### config.mk
export PLATFORM = sky130hd
export DESIGN_NAME = gui_control
export DESIGN_NICKNAME = d
export VERILOG_FILES = /design/src/rtl/gui_control.sv
export SDC_FILE = /design/constraint.sdc
export NUM_CORES = 1
export LEC_CHECK = 0
export BUFFER_PORTS_ARGS = -buffer_cell sky130_fd_sc_hd__buf_2
export CAP_MARGIN = 40
export CORE_MARGIN = 5
export CORE_UTILIZATION = 35
export CTS_BUF_LIST = sky130_fd_sc_hd__clkbuf_8
export DETAILED_ROUTE_END_ITERATION = 16
export PLACE_DENSITY = 0.63
export SYNTH_ARGS = -nofsm -noshare
export SYNTH_HDL_FRONTEND = slang
export SYNTH_SLANG_ARGS = --single-unit
### constraint.sdc
create_clock -name clk_in -period 6.5 [get_ports clk_in]
set_clock_uncertainty 0.1 [all_clocks]
set_input_delay 0.65 -clock clk_in [delete_from_list [all_inputs] [get_ports clk_in]]
set_output_delay 0.65 -clock clk_in [all_outputs]
set_load 0.05 [all_outputs]
### src/rtl/gui_control.sv
// Sidebar GUI controller: three auto-repeating buttons and pointer clicks drive the
// palette index and stroke width; clicks right of the sidebar are forwarded to the canvas.
module gui_control #(
  parameter int unsigned HOLD_CYCLES   = 37_125_000,
  parameter int unsigned REPEAT_CYCLES = 7_425_000
) (
  input  logic        clk_in,
  input  logic        rst_in,
  input  logic        btn_color,
  input  logic        btn_up,
  input  logic        btn_down,
  input  logic        click_valid,
  input  logic [10:0] click_x,
  input  logic [9:0]  click_y,
  output logic [3:0]  cursor_color,
  output logic [2:0]  stroke_width,
  output logic        canvas_click_valid,
  output logic [10:0] canvas_x,
  output logic [9:0]  canvas_y,
  output logic        settings_changed
);

  // state     | meaning
  // IDLE      | button released; a rising edge emits one step
  // WAIT_HOLD | first step done, counting towards the hold threshold
  // REPEAT    | auto-repeat, one step every REPEAT_CYCLES
  typedef enum logic [1:0] {
    IDLE      = 2'd0,
    WAIT_HOLD = 2'd1,
    REPEAT    = 2'd2
  } btn_state_t;

  localparam int unsigned NUM_BTN = 3;
  localparam int unsigned BTN_COLOR = 0;
  localparam int unsigned BTN_UP    = 1;
  localparam int unsigned BTN_DOWN  = 2;

  localparam logic [25:0] HOLD_LAST   = 26'(HOLD_CYCLES - 1);
  localparam logic [25:0] REPEAT_LAST = 26'(REPEAT_CYCLES - 1);

  logic [NUM_BTN-1:0] btn;
  logic [NUM_BTN-1:0] prev_q;
  logic [NUM_BTN-1:0] step;
  btn_state_t         state_q [NUM_BTN];
  btn_state_t         state_d [NUM_BTN];
  logic [25:0]        count_q [NUM_BTN];
  logic [25:0]        count_d [NUM_BTN];

  assign btn = {btn_down, btn_up, btn_color};

  always_ff @(posedge clk_in) begin
    if (rst_in) begin
      prev_q <= '0;
      for (int i = 0; i < NUM_BTN; i++) begin
        state_q[i] <= IDLE;
        count_q[i] <= '0;
      end
    end else begin
      prev_q <= btn;
      for (int i = 0; i < NUM_BTN; i++) begin
        state_q[i] <= state_d[i];
        count_q[i] <= count_d[i];
      end
    end
  end

  always_comb begin
    step = '0;
    for (int i = 0; i < NUM_BTN; i++) begin
      state_d[i] = state_q[i];
      count_d[i] = count_q[i];
      if (!btn[i]) begin
        state_d[i] = IDLE;
        count_d[i] = '0;
      end else begin
        case (state_q[i])
          IDLE: begin
            if (!prev_q[i]) begin
              step[i]    = 1'b1;
              state_d[i] = WAIT_HOLD;
              count_d[i] = '0;
            end
          end
          WAIT_HOLD: begin
            if (count_q[i] == HOLD_LAST) begin
              step[i]    = 1'b1;
              state_d[i] = REPEAT;
              count_d[i] = '0;
            end else begin
              count_d[i] = count_q[i] + 26'd1;
            end
          end
          REPEAT: begin
            if (count_q[i] == REPEAT_LAST) begin
              step[i]    = 1'b1;
              count_d[i] = '0;
            end else begin
              count_d[i] = count_q[i] + 26'd1;
            end
          end
          default: begin
            state_d[i] = IDLE;
            count_d[i] = '0;
          end
        endcase
      end
    end
  end

  // Click classification: everything at x <= 100 belongs to the sidebar
  logic       sidebar_click;
  logic       canvas_click;
  logic       color_click;
  logic       width_click;
  logic [2:0] click_width;

  always_comb begin
    sidebar_click = click_valid && (click_x <= 11'd100);
    canvas_click  = click_valid && (click_x > 11'd100);
    color_click   = sidebar_click
                    && (click_x >= 11'd20) && (click_x <= 11'd80)
                    && (click_y >= 10'd20) && (click_y <= 10'd80);
    width_click   = sidebar_click
                    && (click_x >= 11'd40) && (click_x <= 11'd60)
                    && (click_y >= 10'd610) && (click_y <= 10'd700);
    if (click_y >= 10'd680)      click_width = 3'd0;
    else if (click_y >= 10'd670) click_width = 3'd1;
    else if (click_y >= 10'd660) click_width = 3'd2;
    else if (click_y >= 10'd650) click_width = 3'd3;
    else if (click_y >= 10'd640) click_width = 3'd4;
    else if (click_y >= 10'd630) click_width = 3'd5;
    else if (click_y >= 10'd620) click_width = 3'd6;
    else                         click_width = 3'd7;
  end

  logic [3:0] color_d;
  logic [2:0] width_d;

  always_comb begin
    color_d = cursor_color;
    if (step[BTN_COLOR] || color_click) begin
      color_d = cursor_color + 4'd1;
    end
    width_d = stroke_width;
    if (width_click) begin
      width_d = click_width;
    end else if (step[BTN_UP] && !step[BTN_DOWN]) begin
      if (stroke_width != 3'd7) width_d = stroke_width + 3'd1;
    end else if (step[BTN_DOWN] && !step[BTN_UP]) begin
      if (stroke_width != 3'd0) width_d = stroke_width - 3'd1;
    end
  end

  always_ff @(posedge clk_in) begin
    if (rst_in) begin
      cursor_color       <= 4'd1;
      stroke_width       <= 3'd1;
      settings_changed   <= 1'b0;
      canvas_click_valid <= 1'b0;
      canvas_x           <= '0;
      canvas_y           <= '0;
    end else begin
      cursor_color       <= color_d;
      stroke_width       <= width_d;
      settings_changed   <= (color_d != cursor_color) || (width_d != stroke_width);
      canvas_click_valid <= canvas_click;
      if (canvas_click) begin
        canvas_x <= click_x;
        canvas_y <= click_y;
      end
    end
  end

endmodule
# After elaboration in Yosys (flattened, before gate mapping)
# Memories as Yosys holds them, arrays and structs flattened.
# Index checks and enable logic that the tools add are counted.
[totals]
mem_bits_rw = 84
memories = 2
latch_bits = 0
register_bits = 33
out_inout_bits = 30
rom_bits = 0
input_bits = 27
[memory_table]
columns = ["name", "words", "word_bits", "read_ports", "rd_clocked_by_memory_dff", "wr", "line_no", "text"]
rows = [
  ["count_q", 3, 26, 3, 0, 3, "46", "logic [25:0] count_q [NUM_BTN];"],
  ["state_q", 3, 2, 3, 0, 3, "44", "btn_state_t state_q [NUM_BTN];"],
]
[classes]
eq_ne = 15
n_addsub = 6
reduce_logical = 20
n_shift = 0
order_cmp = 17
bitwise_logic = 6
div = 0
n_mux = 64
n_mul = 0
[ops]
columns = ["operator", "n"]
rows = [
  ["$mux W26", 15],
  ["$pmux W26 S3", 3],
  ["$ge A10 B10 Y1 const B", 8],
  ["$add A26 B1 Y26 const B", 3],
  ["$eq A26 B23 Y1 const B", 3],
  ["$eq A26 B26 Y1 const B", 3],
  ["$mux W2", 14],
  ["$mux W3", 9],
  ["$le A11 B7 Y1 const B", 2],
  ["$pmux W2 S3", 3],
  ["$mux W1", 16],
  ["$logic_and A1 B1 Y1", 12],
  ["$ge A11 B5 Y1 const B", 1],
  ["$ge A11 B6 Y1 const B", 1],
  ["$gt A11 B7 Y1 const B", 1],
  ["$le A11 B6 Y1 const B", 1],
  ["$ge A10 B5 Y1 const B", 1],
  ["$le A10 B10 Y1 const B", 1],
  ["$le A10 B7 Y1 const B", 1],
  ["$pmux W1 S3", 3],
  ["$eq A2 B1 Y1 const B", 3],
  ["$eq A2 B2 Y1 const B", 3],
  ["$logic_not A2 Y1", 3],
  ["$or A1 B1 Y1", 6],
  ["10 further kinds", 12],
]

# Longest topological paths before layout
# Gate-level depths: netlist (run 1).
# An unclocked memory read counts as a cell.
[logic_depth]
depth_word = 12
ltp_mapped = 11
depth_no_buf = 10

# Worst setup path before layout (run 1)
# OpenSTA, ideal clock, no wires.
[synth_timing]
path_kind = "input-to-reg"
startpoint = "input click_x[8]"
endpoint = "register settings_changed"
setup_time_ns = 0.137
cell_stages = 9
t_arrival_ns = 2.266
setup_slack_ns = 3.997
n_path_buf = 1
required_time_ns = 6.263
cell_sequence = "or4_1 nor2_1 nand3_1 a31oi_1 and4_1 buf_2 inv_1 o2111ai_1 a41oi_2"
[synth_via]
elab_chain_cells = 10
word_cells_on_any_way = 20
[synth_lines]
columns = ["element", "line_no", "text"]
rows = [
  ["start, declared", "13", "input logic [10:0] click_x,"],
  ["$le A11 B7 Y1", "118", "sidebar_click = click_valid && (click_x <= 11'd100);"],
  ["$logic_and A1 B1 Y1", "118", ""],
  ["$logic_and A1 B1 Y1 (2 in series)", "121", "&& (click_x >= 11'd20) && (click_x <= 11'd80)"],
  ["$logic_and A1 B1 Y1 (2 in series)", "122", "&& (click_y >= 10'd20) && (click_y <= 10'd80);"],
  ["$logic_or A1 B1 Y1", "141", "if (step[BTN_COLOR] || color_click) begin"],
  ["$mux W4", "141", ""],
  ["$ne A4 B4 Y1", "165", "settings_changed <= (color_d != cursor_color) || (width_d != stroke_width);"],
  ["$logic_or A1 B1 Y1 (*)", "165", ""],
  ["end signal, assigned", "165", ""],
  ["end, declared", "20", "output logic settings_changed"],
]
# Mark *: on every way between the ends. The rest lies on a longest branch, timed or not.
# A chain may end at the register's enable or synchronous reset.

==> impl_metrics.yaml, run 1 <==
run_status:
  outcome: "complete, no violations"
clock_network:
  clockBufferDepth: 2
  htree_levels: 4
  cts_root_buffer: "clkbuf_8"
  cts.sinks: 117
  ctsResizeCount: 0
  postCtsHoldBufs: 0
  clk_pin_slew_worst_paths_ns: 0.08
  cts_tree: "yes"
  cts_setup_buffers: 0
  clk_latency_ns: 0.43
  cts_inserted_buffers: 17
setup_path:
  cp_top_family: "simple AND/OR/NAND/NOR gates"
  required_ns: 6.72
  reg2reg_setup_slack_ns: 3.49
  critPathMaxFanout: 14
  critical_path_arrival_ns: 3.23
  cpMaxStageDelayCell: "o21ai_1"
  crit_type: "reg2reg"
  cp-start-kind: "flop"
  cp-end-kind: "flop"
  critPathMaxStageDelay_ns: 0.63
  path_cells: "ha_1, nor4bb_1, nand4_1, or2_2, nand2_1, a21boi_1, o21ai_1, buf_4, nor2_1"
  worst-path-buf-inv: 1
detailed_routing:
  drt_iter0_drc: 341
  drt-pass1-iter-count: 6
  drc_errors: 0
  wl_per_cell_um: 12.94
  routed_via_density: 5.080
  wirelength_um: 13080
  drtAntennaViolNets: 0
  vias: 5136
logic_synthesis:
  synth-warning-count: 0
  synth_top_family_by_area: "simple AND/OR/NAND/NOR gates"
  yosys.area_share.xor_xnor_pct: 9.826
  syn_area_per_cell_um2: 8.306
  synth_ff_type: "dfxtp_1"
  synth.most_common_cell: "nor2_1"
  yosysTopAreaCell: "dfxtp_1"
  synth_compound_area_share_pct: 10.73
  synthMuxAreaShare_pct: 2.703
  syn_area_um2: 5972
  synth-seq-cells: 117
  synth_cells: 719
  synthAdderAreaFrac_pct: 4.609
  yosys.area.top_type_share_pct: 39.22
  synthTopCellsByCount: "123 x nor2_1, 117 x dfxtp_1, 77 x nand2_1, 43 x xor2_1, 34 x a21oi_1"
  synth_edf_count: 0
  synth_nets: 768
  async_flop_share_pct: 0
  synthTopCellsByArea: "dfxtp_1 39%, nor2_1 7.7%, xor2_1 6.3%, nand2_1 4.8%, ha_1 4.6%"
  synth-simple-area-share_pct: 29.96
  ys_seq_area_share_pct: 39.22
  synthDistinctLibCells: 65
place:
  dpl.hpwl_um: 9619
  port_buffers: 56
  place.gp.congestion: 0.8494
  place_area_um2: 6471
power_and_ir_drop:
  pwr-share-clk_pct: 42.8
  pwr_density_cell_nw_per_um2: 235.6
  p_leak_nw: 2.498
  p_seq_share_pct: 45.9
  switching_share_pct: 27.87
  ir_drop_v: 0.0001299
  combPwrFrac_pct: 11.2
  internal_power_mw: 1.170
  power_switching_mw: 0.4521
floorplan:
  rows: 47
  core_area_um2: 16640
  start_util_pct: 35.88
  die_h_um: 140.6
  die_w_um: 140.6
  io_pins: 57
  die-area_um2: 19780
final_layout:
  regArea_um2: 2342
  fin_nets: 827
  stdcell_area_um2: 6885
  multi_input_area_um2: 3457
  n_antenna_cell: 0
  drive_gt1_share_pct: 13.53
  area_growth_pct: 15.29
  nFillCells: 1646
global_routing:
  overflow: 0
  grt_use_total_pct: 13.25
  grt_pass1_wl_um: 21810
  grt_antenna_before_repair: 0
  grt_max_degree: 29
  grt_pass1_vias: 4608
run:
  cap_violations: 0
timing:
  maxSlewHeadroom_pct: 42.63
  hold_viol_final: 0
  finalSetupTns_ns: 0
  rsz0062_at_grt: "no"
  period_share_pct: 46.30
  fmax_mhz: 332.3
  worst_pin_slew_ns: 0.8527
  fin_crit_ns: 3.010
  setup_viol: 0
  final-max-slew-violation-count: 0
worst_hold_path:
  hold_path_class: "reg2reg"
-- per-layer routing --
metal | vias up | GRT usage, % | share of wire, %
met1 | 2345 | 17.96 | 50
met2 | 135 | 20.16 | 42
met3 | 18 | 3.759 | 6.3
met4 | 0 | 4.793 | 1.8
met5 | - | 0 | 0
li1 | 2638 | - | -
-- flip-flops by register name, indices dropped and copies added, names as in the netlist --
signal / flops
canvas_y: 10
canvas_click_valid: 1
settings_changed: 1
canvas_x: 11
cursor_color: 4
state_q: 6
stroke_width: 3
prev_q: 3
count_q: 78
-- worst register-to-register path, cell delays in order, from the launching register on --
cell and delay [ns]:
dfxtp_1 0.38, ha_1 0.24, nor4bb_1 0.30, nand4_1 0.20, or2_2 0.35, nand2_1 0.14
a21boi_1 0.17, o21ai_1 0.63, buf_4 0.32, nor2_1 0.07
-- path summary, 6_finish.rpt --
path                   from             end  depth (start not counted)
max          count_q[0][26]  count_q[0][29]                          9
max reg2reg  count_q[0][26]  count_q[0][29]                          9
min             canvas_x[9]     canvas_x[9]                          2
min reg2reg     canvas_x[9]     canvas_x[9]                          2
-- power groups by stage --
stage | Sequential, mW | Combinational (mW) | Clock (mW)
final | 0.745 | 0.182 | 0.695
after global routing | 0.747 | 0.198 | 0.751
after CTS | 0.745 | 0.182 | 0.719
after detailed placement | 0.762 | 0.182 | 0
after global placement | 0.761 | 0.182 | 0
after floorplan | 0.808 | 0.0864 | 0
-- cells by family after synthesis --
family / Yosys count
fa+ha+maj: 22
simple gates: 354
mux: 16
xor+xnor: 67
flops: 117
compound gates: 99
buf+inv: 44
-- per-stage QoR --
step | power [mW] | setup slack [ns] | hold slack, ns | instances | util (%)
2_1_floorplan | 0.8949 | 3.997 | 0.3431 | 719 | -
3_3_place_gp | 0.9434 | 3.619 | 0.3410 | 979 | 38.88
3_5_place_dp | 0.9436 | 3.494 | 0.3479 | 979 | 38.88
4_1_cts | 1.647 | 3.502 | 0.3492 | 1011 | 41.37
5_1_grt | 1.696 | 3.196 | 0.3589 | 1011 | 41.37
6_report | 1.622 | 3.490 | 0.3533 | 1011 | 41.37
-- final cells by class --
cell class                      count  share of cell area [%]
Multi-Input combinational cell    558                   50.21
Sequential cell                   117                   34.02
Clock inverter                     15                   2.617
Tap cell                          220                   3.998
Clock buffer                       17                   3.398
Timing Repair Buffer               59                   4.398
Inverter                           25                   1.363
-- cells in the final DEF (no fill, tap or decap), types with 6 or more instances in the layout --
cell	count
nand4b_1	7
a31oi_1	9
nor2_1	123
inv_1	25
and3_1	15
nand3_1	30
nor4_1	9
ha_1	22
a21oi_1	34
nor3_1	19
xor2_1	43
o21ai_0	17
dfxtp_1	117
nand4_1	20
nand2b_1	6
clkbuf_8	17
buf_2	56
xnor2_1	24
nand2_1	77
and2_1	7
mux2i_1	15
(Power assumes the default switching activity.)
==> inputs of run 2 (changes only) <==
ABC_AREA = 1   (was default)
clock period = 3.1 ns   (was 6.5 ns; I/O delays follow)
==> run 2 against run 1 <==
Net effect:
- wire length rose by 14%
- sequential power rose by 110%
- final cell count rose by 25%
- first-iteration DRC count rose by 5.0%
- sequential share of layout area fell by 2.8 points
- area after synthesis rose by 9.9%
- utilization fell by 0.95 points
- die area rose by 9.2%
- largest power group unchanged
- highest routed layer unchanged
==> impl_metrics.yaml, run 2 <==
run_status:
  outcome: "complete, no violations"
clock_network:
  htree_levels: 4
  clk_pin_slew_worst_paths_ns: 0.08
  cts_tree: "yes"
  cts_root_buffer: "clkbuf_8"
  ctsResizeCount: 0
  cts.sinks: 117
  clk_latency_ns: 0.44
  cts_setup_buffers: 0
  postCtsHoldBufs: 0
  clockBufferDepth: 2
  cts_inserted_buffers: 17
worst_hold_path:
  hp-start: "click_x[7]"
  whs_endpoint: "canvas_x[7]"
  hold_path_class: "in2reg"
  hold_path_depth: 3
global_routing:
  grt_max_degree: 31
  overflow: 0
  grt_pass1_wl_um: 25700
  grt_antenna_before_repair: 0
  grt_pass1_vias: 5631
  grt_use_total_pct: 14.05
logic_synthesis:
  synth-warning-count: 0
  synthTopCellsByArea: "dfxtp_1 36%, nand2_1 11%, inv_1 7.8%, nor2_1 6.5%, nand3_1 5.9%"
  yosys.area.top_type_share_pct: 35.70
  synthDistinctLibCells: 46
  async_flop_share_pct: 0
  yosysTopAreaCell: "dfxtp_1"
  syn_area_per_cell_um2: 6.878
  synth_cells: 954
  syn_area_um2: 6561
  ys_seq_area_share_pct: 35.70
  synth_nets: 1003
  synthTopCellsByCount: "191 x nand2_1, 136 x inv_1, 117 x dfxtp_1, 113 x nor2_1, 78 x nand3_1"
  synth_edf_count: 0
  synth.most_common_cell: "nand2_1"
  synth-seq-cells: 117
  synth_ff_type: "dfxtp_1"
detailed_routing:
  drtAntennaViolNets: 0
  vias: 6132
  drt_iter0_drc: 358
  drc_errors: 0
  drt-pass1-iter-count: 5
  routed_via_density: 4.844
  wl_per_cell_um: 11.74
  wirelength_um: 14860
power_and_ir_drop:
  total_power_mw: 3.463
  internal_power_mw: 2.406
  ir_drop_v: 0.0002226
  combPwrFrac_pct: 14.3
  pwr_density_cell_nw_per_um2: 461.1
  p_leak_nw: 3.020
  pwr-share-clk_pct: 40.2
  switching_share_pct: 30.54
  power_switching_mw: 1.058
  p_seq_share_pct: 45.6
timing:
  fin_crit_ns: 2.552
  finalSetupTns_ns: 0
  fmax_mhz: 391.8
  hold_viol_final: 0
  maxSlewHeadroom_pct: 50.96
  setup_viol: 0
  rsz0062_at_grt: "no"
  worst_pin_slew_ns: 0.7338
  final-max-slew-violation-count: 0
  period_share_pct: 82.33
run:
  cap_violations: 0
setup_path:
  crit_type: "reg2reg"
  reg2reg_depth: 14
  worst-path-buf-inv: 3
  critical_path_arrival_ns: 2.78
  cpMaxStageDelayCell: "dfxtp_1"
  cp-end-kind: "flop"
  cp-start-kind: "flop"
  worstReg2RegEnd: "count_q[0][51]"
  r2r-start: "state_q[0][2]"
  required_ns: 3.33
  reg2reg_setup_slack_ns: 0.55
  cp_top_family: "simple AND/OR/NAND/NOR gates"
  critPathMaxStageDelay_ns: 0.36
  critPathMaxFanout: 9
  path_cells: "inv_1, ha_1, nand2_2, inv_1, nor2_1, nand4_1, nor2_1, inv_1, nor2_2, nand2_1, nor2_1, nand2_1, o21ai_0, a21oi_1"
place:
  port_buffers: 56
  dpl.hpwl_um: 11290
  place.gp.congestion: 0.8443
final_layout:
  layout_common_cells: "191 x nand2_1, 137 x inv_1, 117 x dfxtp_1, 113 x nor2_1, 78 x nand3_1"
  top_regs: "count_q: 78 flops, canvas_x: 11 flops, canvas_y: 10 flops"
  largest_reg_flops: 78
  final_common_cell: "nand2_1"
  top_register: "count_q"
  fin_nets: 1068
  area_growth_pct: 14.47
  nFillCells: 1913
  drive_gt1_share_pct: 14.15
  n_antenna_cell: 0
floorplan:
  rows: 50
  die-area_um2: 21590
  start_util_pct: 35.31
  die_w_um: 146.9
  die_h_um: 146.9
  core_area_um2: 18580
  io_pins: 57
## run 2: final cells by class
| type | count | area [µm²] | area share [%] |
|---|---|---|---|
| Timing Repair Buffer | 64 | 340.3 | 4.531 |
| Sequential cell | 117 | 2342 | 31.18 |
| Clock buffer | 17 | 234.0 | 3.115 |
| Clock inverter | 15 | 157.7 | 2.099 |
| Inverter | 139 | 521.8 | 6.947 |
| Multi-Input combinational cell | 680 | 3622 | 48.23 |
| Tap cell | 234 | 292.8 | 3.898 |
## run 2: logic make-up after synthesis
family,count (synthesis),synth area share [%]
buffers and inverters,157,9.096
adders and majority gates,22,4.195
and+or+nand+nor,502,36.50
xor gates and xnor gates,12,1.602
AOI/OAI and AO/OA,144,12.91
DFF,117,35.70
## run 2: power groups by stage
stage               Sequential, mW  Combinational, mW  Clock [mW]
floorplan                     1.71              0.261           0
global placement              1.61              0.493           0
detailed placement            1.61              0.494           0
CTS                           1.58              0.496        1.43
global route                  1.58              0.556        1.50
finish                        1.58              0.494        1.39
## run 2: worst max-delay path by stage
| stage | start | end | slack [ns] | cells past startpoint |
|---|---|---|---|---|
| finish | state_q[0][2] | count_q[0][51] | 0.55 | 14 |
| global route | state_q[0][2] | count_q[0][51] | 0.24 | 14 |
| detailed placement | state_q[0][2] | count_q[0][51] | 0.57 | 14 |
| floorplan | state_q[0][2] | count_q[0][51] | 0.91 | 14 |
| CTS | state_q[0][2] | count_q[0][51] | 0.56 | 14 |
| global placement | state_q[0][2] | count_q[0][51] | 0.67 | 14 |
## run 2: routing by layer
metal  track usage, %  share of wire, %  wire length (µm)  vias to the layer above
met5                0                 0                 0                        -
met4            3.215              0.67               100                        0
met2            22.68                46              6810                      118
li1                 -                 -                 -                     3266
met3            3.763               4.2               631                        9
met1            18.87                49              7321                     2739
## run 2: stage by stage
step | area [µm²] | cells | hold WS [ns] | setup slack, ns | util, %
2_1_floorplan | 6561 | 954 | 0.3279 | 0.9080 | -
3_3_place_gp | 7119 | 1234 | 0.3456 | 0.6693 | 38.32
3_5_place_dp | 7119 | 1234 | 0.3502 | 0.5697 | 38.32
4_1_cts | 7511 | 1266 | 0.008349 | 0.5550 | 40.42
5_1_grt | 7511 | 1266 | 0.02712 | 0.2371 | 40.42
6_report | 7511 | 1266 | 0.04347 | 0.5479 | 40.42
## run 2: worst register-to-register path: stages, from the launching register on
cell	delay, ns
dfxtp_1	0.36
inv_1	0.10
ha_1	0.23
nand2_2	0.17
inv_1	0.17
nor2_1	0.28
nand4_1	0.17
nor2_1	0.16
inv_1	0.08
nor2_2	0.12
nand2_1	0.09
nor2_1	0.13
nand2_1	0.08
o21ai_0	0.15
a21oi_1	0.05
==> inputs of run 3 (changes only) <==
PLACE_DENSITY = 0.64   (was 0.63)
clock period = 2.3 ns   (was 3.1 ns; I/O delays follow)
==> run 3 against run 2 <==
Net effect:
- final cell count up 5.6%
- flip-flop and latch count unchanged
- via count rose by 5.6%
- wire length is 8.5% higher
- worst hold slack worse by 0.020 ns
- critical endpoint is now count_q[0][48]
- sequential share of layout area shrank 3.1 points
- first-iteration DRC count is 2.2% lower
- largest power group unchanged
- sequential power grew 34%
- count of clock-buffer cells in the layout rose by 4
==> impl_metrics.yaml, run 3 (synthesized netlist as in run 2, its figures left out) <==
detailed_routing:
  drt_iter0_drc: 350
  drtAntennaViolNets: 0
  drc_errors: 0
  wirelength_um: 16130
  drt-pass1-iter-count: 5
  routed_via_density: 4.844
  wl_per_cell_um: 12.07
  vias: 6476
place:
  place.gp.congestion: 0.8651
  port_buffers: 56
  dpl.hpwl_um: 11750
  dp_cells: 1278
power_and_ir_drop:
  internal_power_mw: 3.621
  p_seq_share_pct: 42.5
  pwr_density_cell_nw_per_um2: 595.0
  pwr-share-clk_pct: 42.4
  combPwrFrac_pct: 15.1
  switching_share_pct: 27.53
  p_leak_nw: 3.448
  power_switching_mw: 1.375
  ir_drop_v: 0.0002513
final_layout:
  top_regs: "count_q: 78 flops, canvas_x: 11 flops, canvas_y: 10 flops"
  area_growth_pct: 27.97
  final_common_cell: "nand2_1"
  drive_gt1_share_pct: 22.39
  largest_reg_flops: 78
  layout_common_cells: "187 x nand2_1, 132 x inv_1, 106 x dfxtp_1, 101 x nor2_1, 74 x nand3_1"
  nFillCells: 1820
  top_register: "count_q"
  fin_cells: 1337
  fin_nets: 1139
  n_antenna_cell: 0
timing:
  hold_viol_final: 0
  fin_crit_ns: 2.218
  setup_viol: 0
  period_share_pct: 96.45
  whs_ns: 0.02362
  maxSlewHeadroom_pct: 63.51
  final-max-slew-violation-count: 0
  fmax_mhz: 450.8
  worst_pin_slew_ns: 0.5453
  rsz0062_at_grt: "yes"
global_routing:
  grt_use_total_pct: 14.69
  overflow: 0
  grt_antenna_before_repair: 0
  grt_pass1_wl_um: 26920
  grt_max_degree: 26
  grt_pass1_vias: 6019
setup_path:
  cp_top_family: "simple AND/OR/NAND/NOR gates"
  critPathMaxFanout: 4
  cp-start-kind: "flop"
  critical_path_arrival_ns: 2.46
  r2r-start: "count_q[0][27]"
  reg2reg_depth: 16
  cp.depth: 16
  cp-end-kind: "flop"
  required_ns: 2.54
  reg2reg_setup_slack_ns: 0.08
  crit_type: "reg2reg"
  worstReg2RegEnd: "count_q[0][48]"
  cp-endpoint: "count_q[0][48]"
  cpMaxStageDelayCell: "dfxtp_2"
  cp-startpoint: "count_q[0][27]"
  worst-path-buf-inv: 1
  path_cells: "ha_4, nand2_4, nor2_4, nand2_2, nor2_4, nand3_2, nor3_2, nand2_1, nor2_2, inv_2, nor3_4, nand2_2, nor2_4, nand2_2, o21ai_2, a21oi_1"
  critPathMaxStageDelay_ns: 0.36
clock_network:
  clockBufferDepth: 2
  cts_tree: "yes"
  htree_levels: 4
  cts.sinks: 117
  clk_latency_ns: 0.44
  clk_pin_slew_worst_paths_ns: 0.07
  cts_inserted_buffers: 17
  cts_root_buffer: "clkbuf_8"
floorplan:
  io_pins: 57
  die_w_um: 146.9
  core_area_um2: 18580
  start_util_pct: 35.31
  die-area_um2: 21590
  rows: 50
  die_h_um: 146.9
run:
  cap_violations: 0
worst_hold_path:
  hold_path_class: "in2reg"
run_status:
  outcome: "complete, no violations"
-- run 3: cell types whose count changed in the layout (fill, tap and decap cells not counted), sizes merged --
| cell | before | now |
|---|---|---|
| inv | 141 | 140 |
| clkbuf | 17 | 21 |
| bufinv | 2 | 4 |
| clkinvlp | 3 | 1 |
| clkinv | 8 | 5 |
| buf | 64 | 114 |
| dlygate4sd3 | 0 | 21 |
-- run 3: layout make-up --
type,count,area [µm²],share of cell area (%)
tap,234,292.8,3.487
multi-input combinational,680,3835,45.67
timing repair buffer,135,942.2,11.22
sequential,117,2361,28.12
clock inverter,11,155.1,1.848
inverter,139,521.8,6.214
clock buffer,21,289.0,3.442
-- run 3: power groups by stage --
stage                     Sequential (mW)  Clock [mW]  Combinational (mW)
after global placement               2.17           0               0.706
after floorplan                      2.31           0               0.352
final                                2.12        2.12               0.755
after CTS                            2.12        2.17               0.740
after global routing                 2.13        2.27               0.835
after detailed placement             2.17           0               0.708
-- run 3: worst reg2reg max path: cells and delay by family, from the launching register on --
| kind | cells | cell delay, ns |
|---|---|---|
| and+or+nand+nor | 12 | 1.28 |
| DFF | 1 | 0.36 |
| adders and majority gates | 1 | 0.16 |
| AOI/OAI and AO/OA | 2 | 0.14 |
| buffers and inverters | 1 | 0.06 |
-- run 3: layer usage --
layer,global-route usage [%],vias up,routed length [µm]
li1,-,3404,-
met1,18.75,2949,7672
met2,24.41,103,7698
met3,3.393,20,537
met4,5.219,0,225
met5,0,-,0
-- run 3: worst min-delay path by stage --
| stage | to | slack (ns) | cells after the start | from |
|---|---|---|---|---|
| 2_1_floorplan | prev_q[1] | 0.25 | 1 | rst_in |
| 3_3_place_gp | canvas_x[6] | 0.34 | 2 | canvas_x[6] |
| 3_5_place_dp | canvas_x[0] | 0.35 | 2 | canvas_x[0] |
| 4_1_cts | canvas_x[4] | 0.005 | 3 | click_x[4] |
| 5_1_grt | canvas_x[4] | 0.01 | 3 | click_x[4] |
| 6_report | canvas_x[4] | 0.02 | 3 | click_x[4] |
-- run 3: metrics by stage --
step	instance area [µm²]	setup TNS, ns	power, mW	utilization [%]	setup WS (ns)
2_1_floorplan	6561	0	2.663	-	0.1080
4_1_cts	8120	0	5.031	43.70	0.01424
5_1_grt	8397	-0.7837	5.230	45.19	-0.1660
3_3_place_gp	7462	0	2.872	40.16	0.005580
3_5_place_dp	7462	0	2.876	40.16	0.01653
6_report	8397	0	4.996	45.19	0.08158
-- run 3: repair_timing --
item / CTS / global route
cloned: 0 / 0
setup endpoints to repair: 1 / 79
buffers inserted: 0 / 6
resized for setup: 1 / 69
hold endpoints to repair: 21 / 0
pin swaps: 0 / 10
hold buffers: 21 / 0
